## src/rtl/cache_mem_arbiter.sv

```systemverilog
// Arbitrates one word-wide memory port between the I-cache and D-cache:
// 4-word block refills assembled into 128 bits, plus D-side write-throughs.
module cache_mem_arbiter #(
  parameter int ARB_MODE = 0
) (
  input  logic         Clk,
  input  logic         Rst,
  input  logic         i_readmiss,
  input  logic [31:0]  i_addr,
  output logic         i_readready,
  output logic [127:0] i_block,
  input  logic         d_readmiss,
  input  logic         d_writethru,
  input  logic [31:0]  d_addr,
  input  logic [31:0]  d_wdata,
  output logic         d_readready,
  output logic         d_writeready,
  output logic [127:0] d_block,
  output logic         mem_req,
  output logic         mem_we,
  output logic [31:0]  mem_addr,
  output logic [31:0]  mem_wdata,
  input  logic [31:0]  mem_rdata,
  input  logic         mem_ack,
  output logic         gnt_d,
  output logic         gnt_i
);

  typedef enum logic [1:0] {IDLE, WR, RD, RESP} state_t;

  state_t       state, state_nx;
  logic [1:0]   cnt;
  logic [31:2]  addr_q;
  logic [31:0]  wdata_q;
  logic         side_d;     // 1 = current owner is the D-side
  logic         rd_q;       // a refill follows (or is) the access
  logic         rr_d_next;  // round-robin pointer, 0 = I-next
  logic [95:0]  buf_q;      // words 0..2; word 3 goes straight to the block
  logic         d_pend, i_pend, pick_d;
  logic         unused_addr_bits;

  assign d_pend = d_readmiss | d_writethru;
  assign i_pend = i_readmiss;
  assign pick_d = d_pend & (~i_pend | (ARB_MODE == 0) | rr_d_next);
  assign unused_addr_bits = ^{i_addr[1:0], d_addr[1:0]};

  assign gnt_d = (state != IDLE) &  side_d;
  assign gnt_i = (state != IDLE) & ~side_d;

  always_comb begin
    state_nx  = state;
    mem_req   = 1'b0;
    mem_we    = 1'b0;
    mem_addr  = 32'h0;
    mem_wdata = 32'h0;
    case (state)
      IDLE: if (d_pend | i_pend) state_nx = (pick_d & d_writethru) ? WR : RD;
      WR: begin
        mem_req   = 1'b1;
        mem_we    = 1'b1;
        mem_addr  = {addr_q, 2'b00};
        mem_wdata = wdata_q;
        if (mem_ack) state_nx = rd_q ? RD : RESP;
      end
      RD: begin
        mem_req  = 1'b1;
        mem_addr = {addr_q[31:4], cnt, 2'b00};
        if (mem_ack && cnt == 2'd3) state_nx = RESP;
      end
      RESP:    state_nx = IDLE;
      default: state_nx = IDLE;
    endcase
  end

  always_ff @(posedge Clk or posedge Rst) begin
    if (Rst) begin
      state        <= IDLE;
      cnt          <= 2'd0;
      addr_q       <= '0;
      wdata_q      <= 32'h0;
      side_d       <= 1'b0;
      rd_q         <= 1'b0;
      rr_d_next    <= 1'b0;
      buf_q        <= '0;
      i_block      <= 128'h0;
      d_block      <= 128'h0;
      i_readready  <= 1'b0;
      d_readready  <= 1'b0;
      d_writeready <= 1'b0;
    end else begin
      state        <= state_nx;
      i_readready  <= 1'b0;
      d_readready  <= 1'b0;
      d_writeready <= 1'b0;
      case (state)
        IDLE: if (d_pend | i_pend) begin
          side_d    <= pick_d;
          addr_q    <= pick_d ? d_addr[31:2] : i_addr[31:2];
          wdata_q   <= d_wdata;
          rd_q      <= pick_d ? d_readmiss : 1'b1;
          cnt       <= 2'd0;
          rr_d_next <= ~pick_d;
        end
        WR: if (mem_ack) d_writeready <= 1'b1;
        RD: if (mem_ack) begin
          cnt <= cnt + 2'd1;
          case (cnt)
            2'd0: buf_q[31:0]  <= mem_rdata;
            2'd1: buf_q[63:32] <= mem_rdata;
            2'd2: buf_q[95:64] <= mem_rdata;
            default: begin
              // Blocks update only on completion so they stay stable between refills
              if (side_d) begin
                d_block     <= {mem_rdata, buf_q};
                d_readready <= 1'b1;
              end else begin
                i_block     <= {mem_rdata, buf_q};
                i_readready <= 1'b1;
              end
            end
          endcase
        end
        default: ;
      endcase
    end
  end

endmodule

```

## config.mk

```make
export PLATFORM = sky130hd
export DESIGN_NAME = cache_mem_arbiter
export DESIGN_NICKNAME = d
export VERILOG_FILES = /design/src/rtl/cache_mem_arbiter.sv
export SDC_FILE = /design/constraint.sdc
export NUM_CORES = 1
export LEC_CHECK = 0
export ABC_AREA = 1
export ABC_CLOCK_PERIOD_IN_PS = 18100
export CORE_UTILIZATION = 43
export CTS_BUF_LIST = sky130_fd_sc_hd__clkbuf_8 sky130_fd_sc_hd__clkbuf_16
export CTS_CLUSTER_DIAMETER = 30
export DETAILED_ROUTE_END_ITERATION = 10
export PLACE_DENSITY = 0.71
export SYNTH_ARGS = -nofsm -noshare
export SYNTH_HDL_FRONTEND = slang
export SYNTH_SLANG_ARGS = --single-unit
export TNS_END_PERCENT = 30
```

## constraint.sdc

```tcl
create_clock -name Clk -period 18.1 [get_ports Clk]
set_clock_uncertainty 0.1 [all_clocks]
set_input_delay 2.715 -clock Clk [delete_from_list [all_inputs] [get_ports Clk]]
set_output_delay 2.715 -clock Clk [all_outputs]
set_load 0.03 [all_outputs]
```

## Word-level counts from Yosys, hierarchy flattened

Index checks and enable logic that the tools add are counted.

- Bits in registers: 423
- Output and inout port bits: 327
- Word-level logic and storage cells: 72
- Bits of input ports: 134

- Reduce and logical (&&, ||, !) cells: 15
- $add $sub $neg: 1
- Muxes and demuxes: 25
- Bitwise gates (word level): 7
- Equal/unequal tests: 10

Operators by type and width:

| cell | number |
|---|---|
| 32-bit case mux with 2 select lines | 1 |
| 32-bit 2-to-1 mux | 1 |
| 30-bit 2-to-1 mux | 1 |
| 3-bit AND reduction | 5 |
| 1-bit 2-to-1 mux | 14 |
| 2-bit 2-to-1 mux | 6 |
| 2-bit == test, second input constant | 4 |
| 2-bit != test, second input constant | 4 |
| 2-bit case mux with 4 select lines | 1 |
| 4-bit AND reduction | 2 |
| 2-bit by 1-bit == test with 1-bit output, second input constant | 2 |
| 2-bit zero test | 2 |
| 2-bit case mux with 2 select lines | 1 |
| 2-bit nonzero test | 2 |
| 1-bit AND | 3 |
| 3-bit OR reduction | 1 |
| 2-bit by 1-bit adder with 2-bit output, second input constant | 1 |
| 1-bit NOT | 2 |
| 1-bit OR | 2 |
| 2-bit AND reduction | 1 |
| 2-bit OR reduction | 1 |
| 1-bit logical AND | 1 |

## Logic depth before layout (Yosys ltp)

- Depth after elaboration: 5
- Gate-level depth with buffers: 9

## Worst setup path after synthesis

No wires, ideal clock.

- Kind: register -> output
- From: reg state[0]
- To: out mem_addr[13]
- Arrival time: 1.764 ns
- Slack: 13.521 ns
- Cell stages (with the launch flop): 6
- Path buffers: 1
- Path through: dfrtp_1 inv_1 ha_1 o21ai_2 buf_2 nor2_1

- Cells in the longest elaborated chain, start to end: 2
- Elaborated cells on any way between the ends: 3
- Classes of those cells: 2 x eq/ne; 1 x mux

Ends and longest elaborated chain:

| what | line | source |
|---|---|---|
| start, declared | 31 | `state_t state, state_nx;` |
| start signal, assigned | 91 | `state <= state_nx;` |
| 2-bit == test / 2-bit by 1-bit == test with 1-bit output (equally long branches) | 56 | `case (state)` |
| 32-bit case mux with 2 select lines (*) | 56 |  |
| end, declared | 21 | `output logic [31:0] mem_addr,` |

Mark *: on every way between the ends. The rest lies on a longest branch, timed or not.

==> out/qor.yml <==
status:
  status: "completed"
routing:
  viasPerCell: 4.78
  postRouteWirelength_um: 48700
  drc_errors: 0
  drt-wirelength-per-cell_um: 16.3
  drtAntennaViolNets: 0
  num_vias: 14200
  drt_first_pass_iters: 5
  drt_iter0_markers: 928
logic_synthesis:
  ys_ff_latch: 423
  syn_area_per_cell_um2: 8.79
  ys_warn_count: 0
  synth.yosys.seq_area_share: 0.623
  postSynthCellCount: 1933
  syn-cell-area_mm2: 0.0170
  synthDistinctLibCells: 22
setup_path:
  critPathMaxFanout: 128
  crit_arrival_ns: 6.44
  r2r-start: "state[0]"
  required_ns: 18.58
  endpoint_kind: "asynchronous set/reset pin"
  critPathKind: "in2async"
  r2r_cells: 6
  crit_path_start_kind: "input pin"
  rrSetupSlack_ns: 15.07
  r2r_end: "i_block[51]"
clocking:
  cts.htree.levels: 3
  clkSinkCount: 423
  cts-hold-fix-buffers: 0
  cts_made_buffers: 86
  post_cts_buffers: 0
  clock_latency_ns: 0.62
  clockBufferDepth: 3
  cts_root_buf: "clkbuf_16"
  clkSlewWorstSetupHoldPaths_ns: 0.04
  cts_tree: "yes"
  cts_resized: 0
die:
  ioPinCount: 461
  dieArea_mm2: 0.0403
  core_mm2: 0.0388
  die_h_um: 201
  initial_core_util: 0.437
  die_x_um: 201
  rows: 72
final_layout:
  final_nets: 2533
  drive_gt1_frac: 0.0731
  fin_cells: 2980
  area_growth_syn_to_layout_pct: 48.5
  fill_cells: 3042
  insertedDiodeCount: 0
placement:
  post-dp-hpwl_um: 31700
  io_buffers: 454
  numPlacedInstances: 2820
  gp_congestion: 0.857
  dp_slack_ns: 11.24
sta:
  relSlewSlack: 0.259
  fin_crit_sh: 0.330
  setup_violations: 0
  rsz0062_at_grt: "false"
  drv_slew: 0
  tns_ns: 0
  fin_crit_ns: 5.96
  setup_slack_ns: 12.14
  max_clock_freq_mhz: 168
  worstMarginPinSlew_ns: 1.11
  hold_viol: 0
global_route:
  grt_pass1_vias: 14600
  grt_max_degree: 129
  gr-total-overflow: 0
  antenna_found_initial: 0
  grt_pass1_wl_um: 77700
  gr-usage-all-layers: 0.245
worst_hold_path:
  min_from: "wdata_q[25]"
  hp-class: "reg2reg"
  min_path_cells: 2
  min_to: "wdata_q[25]"
power_and_ir_drop:
  p_leak_nw: 12.3
  peakVddDrop_mv: 0.113
  power_density_mw_per_mm2: 187
flow_run:
  cap_violations: 0
flip-flops by register name (all words and copies together), names as in the netlist:
| signal | flops |
|---|---|
| wdata_q | 32 |
| d_writeready | 1 |
| i_block | 128 |
| side_d | 1 |
| state | 2 |
| buf_q | 96 |
| d_readready | 1 |
| addr_q | 30 |
| rd_q | 1 |
| d_block | 128 |
| i_readready | 1 |
| cnt | 2 |
how the worst max path moves through the flow:
stage / start / end / slack, ns / cells past startpoint
2_1_floorplan: Rst / addr_q[10] / 3.51 / 1
3_3_place_gp: Rst / d_block[12] / 11.30 / 5
3_5_place_dp: Rst / d_block[12] / 11.24 / 5
4_1_cts: Rst / buf_q[39] / 11.88 / 5
5_1_grt: Rst / buf_q[39] / 11.44 / 5
6_report: Rst / i_block[73] / 12.14 / 5
cells by family after synthesis:
group | synth area share
AO/OA/AOI/OAI | 0.123
buffers and inverters | 0.102
flip-flops | 0.623
AND/OR/NAND/NOR | 0.145
other | 0.000221
adder cells (fa/ha/maj) | 0.00663
where the power goes:
| group | total (mW) | internal [mW] | switching (mW) | leakage [nW] |
|---|---|---|---|---|
| Combinational | 1.47 | 0.549 | 0.922 | 5.59 |
| Sequential | 1.46 | 1.27 | 0.194 | 5.06 |
| Clock | 1.79 | 1.25 | 0.544 | 1.66 |
cells in the final DEF, fill, tap and decap left out, types with 2 or more instances in the layout:
master / instances
a21oi_1: 3
buf_4: 18
bufinv_16: 22
clkbuf_16: 86
clkbuf_8: 14
clkdlybuf4s50_1: 454
clkinv_16: 5
clkinv_2: 11
clkinv_4: 4
clkinvlp_4: 6
conb_1: 2
dfrtp_1: 423
ha_1: 9
inv_1: 337
inv_6: 3
nand2_1: 599
nand2_2: 4
nand3_1: 6
nor2_1: 32
nor3_1: 2
o21ai_0: 406
o21ai_1: 6
synthesized netlist by cell type:
master / count / area (um^2)
buf_2: 45 / 225
nand4_1: 1 / 6.26
a21oi_1: 3 / 15.0
o21a_1: 1 / 7.51
inv_1: 331 / 1240
nand3_1: 6 / 30.0
nor3_2: 1 / 10.0
dfrtp_1: 423 / 10600
conb_1: 1 / 3.75
nand2_1: 602 / 2260
inv_2: 1 / 3.75
clkbuf_1: 48 / 180
o21ai_2: 1 / 8.76
ha_1: 9 / 113
buf_4: 11 / 82.6
nor3_1: 2 / 10.0
nand3b_1: 1 / 7.51
o21ai_1: 6 / 30.0
nor2_1: 32 / 120
nand2_2: 1 / 6.26
o21ai_0: 406 / 2030
nor2_2: 1 / 6.26
critical path: stages:
cell,delay [ns]
clkdlybuf4s50_1,0.49
inv_8,0.61
buf_4,0.83
buf_4,0.76
buf_4,0.93
through the flow:
| stage | total power, mW | area (um^2) | utilization | hold WS (ns) |
|---|---|---|---|---|
| finish | 4.73 | 25200 | 0.650 | 0.375 |
| global route | 4.96 | 25200 | 0.650 | 0.402 |
| detailed placement | 2.93 | 21800 | 0.563 | 0.365 |
| global placement | 2.90 | 21800 | 0.563 | 0.365 |
| floorplan | 2.29 | 17000 | - | 0.349 |
| CTS | 4.77 | 25200 | 0.650 | 0.378 |
final cells by class:
class	instances	area, um^2	area share
flip-flops and latches	423	10600	0.420
multi-input cells	1075	4680	0.186
repair buffers	472	4680	0.185
clock buffers	100	2340	0.0929
inverters	332	1250	0.0497
clock inverters	60	1030	0.0410
well taps	518	648	0.0257
layer usage:
layer / vias to the layer above / track usage / part of all wire
li1: 6820 / - / -
met1: 6795 / 0.294 / 0.40
met2: 532 / 0.417 / 0.50
met3: 86 / 0.0635 / 0.071
met4: 0 / 0.107 / 0.033
met5: - / 0 / 0
(Power assumes the default switching activity.)
